<file path="src/rtl/hazard_ctrl.sv">
`default_nettype none
// ============================================================================
// Module   : hazard_ctrl
// Brief    : MIPS32 hazard unit: ID operand forwarding, load-use stall, MDU
//            multi-cycle stall sequencing and branch flush gating.
//            Optional stall statistics counter enabled by HAZARD_STAT_EN.
// Revision : 1.0 - initial release
// ============================================================================
module hazard_ctrl #(
    parameter int DATA_W     = 32,
    parameter int ADDR_W     = 5,
    parameter int NUM_RPORTS = 2,
    parameter int MDU_LAT    = 32
) (
    input  logic                         clk,
    input  logic                         rst,
    input  logic [NUM_RPORTS*ADDR_W-1:0] raddr,
    input  logic [NUM_RPORTS-1:0]        rused,
    input  logic [NUM_RPORTS*DATA_W-1:0] rdata,
    input  logic [DATA_W-1:0]            ex_result,
    input  logic [ADDR_W-1:0]            ex_waddr,
    input  logic                         ex_reg_wr,
    input  logic                         ex_load,
    input  logic [DATA_W-1:0]            mem_result,
    input  logic [ADDR_W-1:0]            mem_waddr,
    input  logic                         mem_reg_wr,
    input  logic [DATA_W-1:0]            wb_result,
    input  logic [ADDR_W-1:0]            wb_waddr,
    input  logic                         wb_reg_wr,
    input  logic                         mdu_start,
    input  logic                         branch_taken,
    output logic [NUM_RPORTS*DATA_W-1:0] fwd_rdata,
    output logic                         stall_if,
    output logic                         stall_id,
    output logic                         flush_id,
    output logic                         flush_ex,
    output logic                         mdu_busy,
    output logic                         mdu_done,
    output logic [31:0]                  stall_cnt
);

    localparam int              CNT_W    = $clog2(MDU_LAT);
    localparam logic [CNT_W-1:0] C_CNT_INIT = CNT_W'(MDU_LAT - 1);

    typedef enum logic [0:0] {
        ST_IDLE = 1'b0,
        ST_BUSY = 1'b1
    } mdu_state_t;

    mdu_state_t       r_state;
    mdu_state_t       w_state_nxt;
    logic [CNT_W-1:0] r_cnt;
    logic [CNT_W-1:0] w_cnt_nxt;
    logic             r_mdu_done;
    logic             w_done_nxt;
    logic             w_load_match;
    logic             w_load_hz;
    logic             w_stall;

    // Forwarding: youngest producer wins; $0 is never forwarded.
    generate
        for (genvar gi = 0; gi < NUM_RPORTS; gi++) begin : g_fwd
            logic [ADDR_W-1:0] w_addr;
            assign w_addr = raddr[gi*ADDR_W +: ADDR_W];
            always_comb begin
                fwd_rdata[gi*DATA_W +: DATA_W] = rdata[gi*DATA_W +: DATA_W];
                if (w_addr != '0) begin
                    if (ex_reg_wr && ex_waddr == w_addr)
                        fwd_rdata[gi*DATA_W +: DATA_W] = ex_result;
                    else if (mem_reg_wr && mem_waddr == w_addr)
                        fwd_rdata[gi*DATA_W +: DATA_W] = mem_result;
                    else if (wb_reg_wr && wb_waddr == w_addr)
                        fwd_rdata[gi*DATA_W +: DATA_W] = wb_result;
                end
            end
        end
    endgenerate

    always_comb begin
        w_load_match = 1'b0;
        for (int i = 0; i < NUM_RPORTS; i++) begin
            if (rused[i] && raddr[i*ADDR_W +: ADDR_W] == ex_waddr)
                w_load_match = 1'b1;
        end
    end

    assign w_load_hz = ex_load & ex_reg_wr & (ex_waddr != '0) & w_load_match;

    // Reset forces the pipeline clear and suppresses every stall.
    assign w_stall  = ~rst & (w_load_hz | (r_state == ST_BUSY));
    assign stall_if = w_stall;
    assign stall_id = w_stall;
    assign flush_ex = rst | w_stall;
    assign flush_id = rst | (branch_taken & ~w_stall);
    assign mdu_busy = (r_state == ST_BUSY);
    assign mdu_done = r_mdu_done;

    always_comb begin
        w_state_nxt = r_state;
        w_cnt_nxt   = r_cnt;
        w_done_nxt  = 1'b0;
        case (r_state)
            ST_IDLE: begin
                if (mdu_start && !w_load_hz) begin
                    w_state_nxt = ST_BUSY;
                    w_cnt_nxt   = C_CNT_INIT;
                end
            end
            ST_BUSY: begin
                if (r_cnt == '0) begin
                    w_state_nxt = ST_IDLE;
                    w_done_nxt  = 1'b1;
                end else begin
                    w_cnt_nxt = r_cnt - CNT_W'(1);
                end
            end
            default: w_state_nxt = ST_IDLE;
        endcase
    end

    always_ff @(posedge clk) begin
        if (rst) begin
            r_state    <= ST_IDLE;
            r_cnt      <= '0;
            r_mdu_done <= 1'b0;
        end else begin
            r_state    <= w_state_nxt;
            r_cnt      <= w_cnt_nxt;
            r_mdu_done <= w_done_nxt;
        end
    end

`ifdef HAZARD_STAT_EN
    logic [31:0] r_stall_cnt;

    always_ff @(posedge clk) begin
        if (rst)
            r_stall_cnt <= '0;
        else if (w_stall)
            r_stall_cnt <= r_stall_cnt + 32'd1;
    end

    assign stall_cnt = r_stall_cnt;
`else
    assign stall_cnt = '0;
`endif

endmodule
`default_nettype wire

</file>
<file path="config.mk">
export PLATFORM = sky130hd
export DESIGN_NAME = hazard_ctrl
export DESIGN_NICKNAME = d
export VERILOG_FILES = /design/src/rtl/hazard_ctrl.sv
export SDC_FILE = /design/constraint.sdc
export NUM_CORES = 1
export LEC_CHECK = 0
export CORE_AREA = 4 4 114 116
export CTS_BUF_LIST = sky130_fd_sc_hd__clkbuf_8
export DETAILED_ROUTE_END_ITERATION = 8
export DIE_AREA = 0 0 118 120
export PLACE_DENSITY = 0.76
export SKIP_CTS_REPAIR_TIMING = 1
export SYNTH_ARGS = -nofsm -noshare
export SYNTH_HDL_FRONTEND = slang
export SYNTH_SLANG_ARGS = --single-unit
</file>
<file path="constraint.sdc">
create_clock -name clk -period 2.1 [get_ports clk]
set_input_delay 0.42 -clock clk [delete_from_list [all_inputs] [get_ports clk]]
set_output_delay 0.42 -clock clk [all_outputs]
set_load 0.01 [all_outputs]
</file>
; Word-level counts from Yosys, hierarchy flattened
; Index checks and enable logic that the tools add are counted.
[word_totals]
reg_bits = 7
input_bits = 195
output_inout_bits = 102
word_cells = 58
[classes]
add_sub_neg = 1
n_eq_ne = 10
n_mux = 17
bitwise_logic = 11
reduce_logical = 16
[ops]
columns = op, n
row1 = $mux 32, 8
row2 = $eq 5x5->1, 8
row3 = $reduce_bool 5->1, 3
row4 = $mux 5, 2
row5 = $pmux 5 s2, 1
row6 = $logic_and 1x1->1, 9
row7 = $and 1x1->1, 5
row8 = $logic_not 5->1, 1
row9 = $mux 1, 5
row10 = $sub 5x1->5 const B, 1
row11 = $ne 2x2->1 const B, 2
row12 = $not 1->1, 3
row13 = $or 1x1->1, 3
row14 = $pmux 1 s2, 1
row15 = $reduce_and 2->1, 1
row16 = $reduce_or 2->1, 1
row17 = $logic_not 1->1, 1

; Longest topological paths before layout
[depth]
ltp_word = 10
depth_mapped = 8
ltp_nobuf = 7

; Worst setup path after synthesis
; Ideal clock, no wire load.
[synth_timing]
path_kind = input to output
startpoint = input mem_waddr[0]
endpoint = output fwd_rdata[3]
arrival_ns = 1.730
required_ns = 1.680
slack_ns = -0.050
path_stages = 7
path_buffers = 2
path_cell_list = xor2_1 nor4_1 and3_1 buf_4 buf_6 a221oi_1 o31ai_1
[synth_between]
elab_chain_cells = 5
[synth_lines]
columns = item, line_no
row1 = start: declaration, 25  ; input logic [ADDR_W-1:0] mem_waddr,
row2 = $eq 5x5->1, 70  ; else if (mem_reg_wr && mem_waddr == w_addr)
row3 = $logic_and 1x1->1, 70
row4 = $mux 32, 70
row5 = $mux 32, 68  ; if (ex_reg_wr && ex_waddr == w_addr)
row6 = $mux 32, 67  ; if (w_addr != '0) begin
row7 = end: declaration, 32  ; output logic [NUM_RPORTS*DATA_W-1:0] fwd_rdata,
; No other way between the ends.

; Worst setup path after layout
[layout_timing]
startpoint = input raddr[5]
endpoint = output fwd_rdata[33]
[layout_between]
elab_chain_cells = 6
word_cells_on_any_way = 11
cone_classes = 3 x eq/ne / 4 x mux / 4 x reduce/logical
[layout_lines]
columns = item, line_no
row1 = start: declaration, 17  ; input logic [NUM_RPORTS*ADDR_W-1:0] raddr,
row2 = $eq 5x5->1, 72  ; else if (wb_reg_wr && wb_waddr == w_addr)
row3 = $logic_and 1x1->1, 72
row4 = $mux 32, 72
row5 = $mux 32, 70
row6 = $mux 32, 68
row7 = $mux 32 (*), 67
; Every way passes the cells marked *; elsewhere a longest branch is shown, timed or not.

==> impl_metrics.yaml <==
job:
  maxCapViolCount: 0
worst_setup_path:
  cpLargestDelayFamily: "buffers and inverters"
  cp_common_cell: "buf_6"
  crit_required_ps: 1680
  cp_max_fo: 16
  crit_path_cell_trace: "buf_6 > buf_4 > xnor2_2 > nand3_4 > buf_6 > clkbuf_16 > nor4_1 > a21oi_1 > o31ai_2 > buf_2"
  max_stage_delay_ps: 460
  path_buf_inv: 5
  cpMaxStageDelayCell: "nor4_1"
  crit_type: "input pin to output pin"
  r2r_start: "r_cnt[0]$_SDFFE_PP0P_"
  arrival_ps: 2280
  crit_start: "raddr[5]"
  startpoint_type: "input pin"
  endpoint_kind: "output pin"
status:
  status: "complete, but fails checks"
  violations: "negative setup slack"
clocking:
  cts_tree: "yes"
  cts_buffer_depth: 2
  htree_levels: 1
  path_clk_slew_ps: 50
  clock_latency_ps: 230
  cts_sinks: 7
  cts-root-buf: "clkbuf_8"
  cts_buffers: 3
sta:
  skew_ps: 3.53
  period_share: 1.28
  rsz0062_at_grt: "yes"
  totalNegativeSetupSlack_ps: -33160
  post-route-min-period_ps: 2700
  max_slew_margin: 0.574
  fin_ws_ps: -597
  timing.hold.ws_ps: 587
  final-max-slew-violation-count: 0
  hold_violations: 0
  worst_slew_pin_slew_ps: 639
  setup_viol: 69
  fmax_ghz: 0.371
finish:
  fillerInstances: 693
  area_delta_synth_final_pct: 137
  drive_gt1_frac: 0.488
  final_cell_area_um2: 9500
  antenna_cells: 0
  nets: 1131
  multiInputGateArea_um2: 4860
  regArea_um2: 140
routing:
  ant_nets: 0
  wl_mm: 29.0
  drc: 0
  vias: 7249
  drtIter0Drc: 972
  drt-vias-per-instance: 6.71
  wl_per_cell_um: 26.9
  drtPass1Iterations: 5
hold_path:
  hp-class: "flip-flop to flip-flop"
  min_from: "r_cnt[3]$_SDFFE_PP0P_"
logic_synthesis:
  synth_top_cell_area_share: 0.124
  synth_seq_cells: 7
  yosys.cell_types.count: 41
  synth_area_um2: 4000
  ys_warn_count: 0
  synth_top_area_cell: "a221oi_2"
  ys_seq_area_frac: 0.0350
  synthCells: 589
  syn_avg_cell_area_um2: 6.80
  synth_area_leaders: "a221oi_2 12%, o31ai_1 12%, nor4_1 10%, a21oi_1 8.3%, buf_4 8.1%"
power_and_ir_drop:
  power_frac_seq: 0.076
  power_density_nw_per_um2: 251
  power.switching_w: 0.00108
  p_int_w: 0.00130
  pwr-share-clk: 0.084
  vdd_drop_max_mv: 0.551
  swShare: 0.453
  power_frac_comb: 0.840
  power.leakage_nw: 3.56
floorplanning:
  std_cell_rows: 40
  fp.dieArea_um2: 14200
  start_util: 0.336
  die_x_um: 118
  core_area_um2: 11900
  ios: 297
  chipHeight_um: 120
place:
  dpl_cell_area_um2: 7560
  port_buffers: 264
  hpwlAfterDp_mm: 17.3
  routabilityCongestion: 0.973
  dp_slack_ps: -1320
global_route:
  grt_usage: 0.291
  grt_first_pass_wirelength_mm: 34.5
  grt_max_degree: 34
  grt_overflow: 0
  grt_pass1_vias: 6534
  antenna_found_initial: 0
[cells in the mapped netlist]
cell,instances
o21a_1,1
a221oi_1,31
o31ai_1,63
a311oi_1,1
conb_1,1
buf_2,14
nor4_1,66
nor3b_1,1
dfxtp_1,7
and2_1,33
a21o_1,3
buf_4,43
nor2_1,74
xnor2_1,23
nand2_1,39
or4b_1,1
nor2b_1,1
or3_1,3
o211a_1,3
a21oi_1,66
mux2i_1,1
clkbuf_1,29
o31ai_2,1
buf_1,2
a41o_1,1
buf_6,12
inv_1,4
nor3_1,2
and3_1,2
clkbuf_2,1
a221oi_2,33
xor2_1,8
ha_1,2
mux2_2,1
o22ai_1,1
nand3_1,9
a211oi_1,1
o311a_1,1
or4_1,2
o221a_2,1
nor4_2,1
[power groups by stage]
stage | Sequential, W | Clock [W] | Combinational (W)
floorplan | 0.000173 | 0 | 0.000743
global placement | 0.000176 | 0 | 0.00164
detailed placement | 0.000177 | 0 | 0.00166
CTS | 0.000175 | 0.000191 | 0.00167
global route | 0.000182 | 0.000206 | 0.00208
finish | 0.000180 | 0.000201 | 0.00200
[flip-flops by register name (all words and copies together) (netlist names)]
name / count
r_cnt: 5
mdu_done: 1
mdu_busy: 1
[through the flow]
stage          total power (W)  std cells   util
2_1_floorplan         0.000916        620      -
3_3_place_gp           0.00181       1014  0.635
3_5_place_dp           0.00183       1014  0.635
4_1_cts                0.00204       1018  0.638
5_1_grt                0.00247       1080  0.798
6_report               0.00238       1080  0.798
[logic make-up (layout without fill, tap and decap cells)]
group	Yosys count	in the layout	share of synthesized area
xor gates and xnor gates	31	31	0.0678
buffers and inverters	105	418	0.166
AOI/OAI and AO/OA	207	207	0.424
and+or+nand+nor	234	234	0.295
DFF	7	7	0.0350
adders and majority gates	2	2	0.00625
muxes	2	2	0.00531
other	1	32	0.000937
[final timing paths]
path | endpoint | slack (ps) | cells past startpoint
setup / recovery | fwd_rdata[33] | -600 | 10
hold / removal | r_cnt[3]$_SDFFE_PP0P_ | 590 | 1
setup reg to reg | r_cnt[2]$_SDFFE_PP0P_ | -20 | 7
hold reg to reg | r_cnt[3]$_SDFFE_PP0P_ | 590 | 1
[placed cells by master (no fill, tap or decap), types with 3 or more instances in the layout]
| cell | count |
|---|---|
| buf_2 | 63 |
| nand3_2 | 4 |
| xor2_1 | 6 |
| a221oi_2 | 30 |
| clkbuf_8 | 3 |
| clkbuf_16 | 15 |
| o31ai_2 | 59 |
| nor4_2 | 20 |
| nor2_4 | 3 |
| o211a_1 | 3 |
| buf_6 | 36 |
| dlymetal6s2s_1 | 5 |
| xnor2_2 | 11 |
| nor2_2 | 6 |
| nor2_1 | 65 |
| a21oi_2 | 17 |
| a221oi_4 | 33 |
| nor4_4 | 9 |
| buf_8 | 11 |
| and2_1 | 33 |
| buf_4 | 63 |
| nand3_1 | 4 |
| clkdlybuf4s50_1 | 170 |
| xnor2_4 | 5 |
| xnor2_1 | 7 |
| buf_12 | 35 |
| nor4_1 | 38 |
| o31ai_4 | 3 |
| inv_1 | 4 |
| a21oi_1 | 48 |
| dfxtp_1 | 7 |
| nand2_1 | 38 |
| clkbuf_2 | 12 |
| conb_1 | 32 |
[cell type report]
class / instances / area share
Tap cell: 147 / 0.0194
Inverter: 4 / 0.00158
Sequential cell: 7 / 0.0148
Timing Repair Buffer: 410 / 0.448
Clock inverter: 1 / 0.000527
Multi-Input combinational cell: 508 / 0.511
Clock buffer: 3 / 0.00435
[per-layer routing]
metal,share of wire,global-route usage,up-vias
met5,0,0,-
met2,0.47,0.516,683
met1,0.36,0.347,3415
met4,0.071,0.107,0
met3,0.096,0.0598,215
li1,-,-,2936
(Power assumes the default switching activity.)
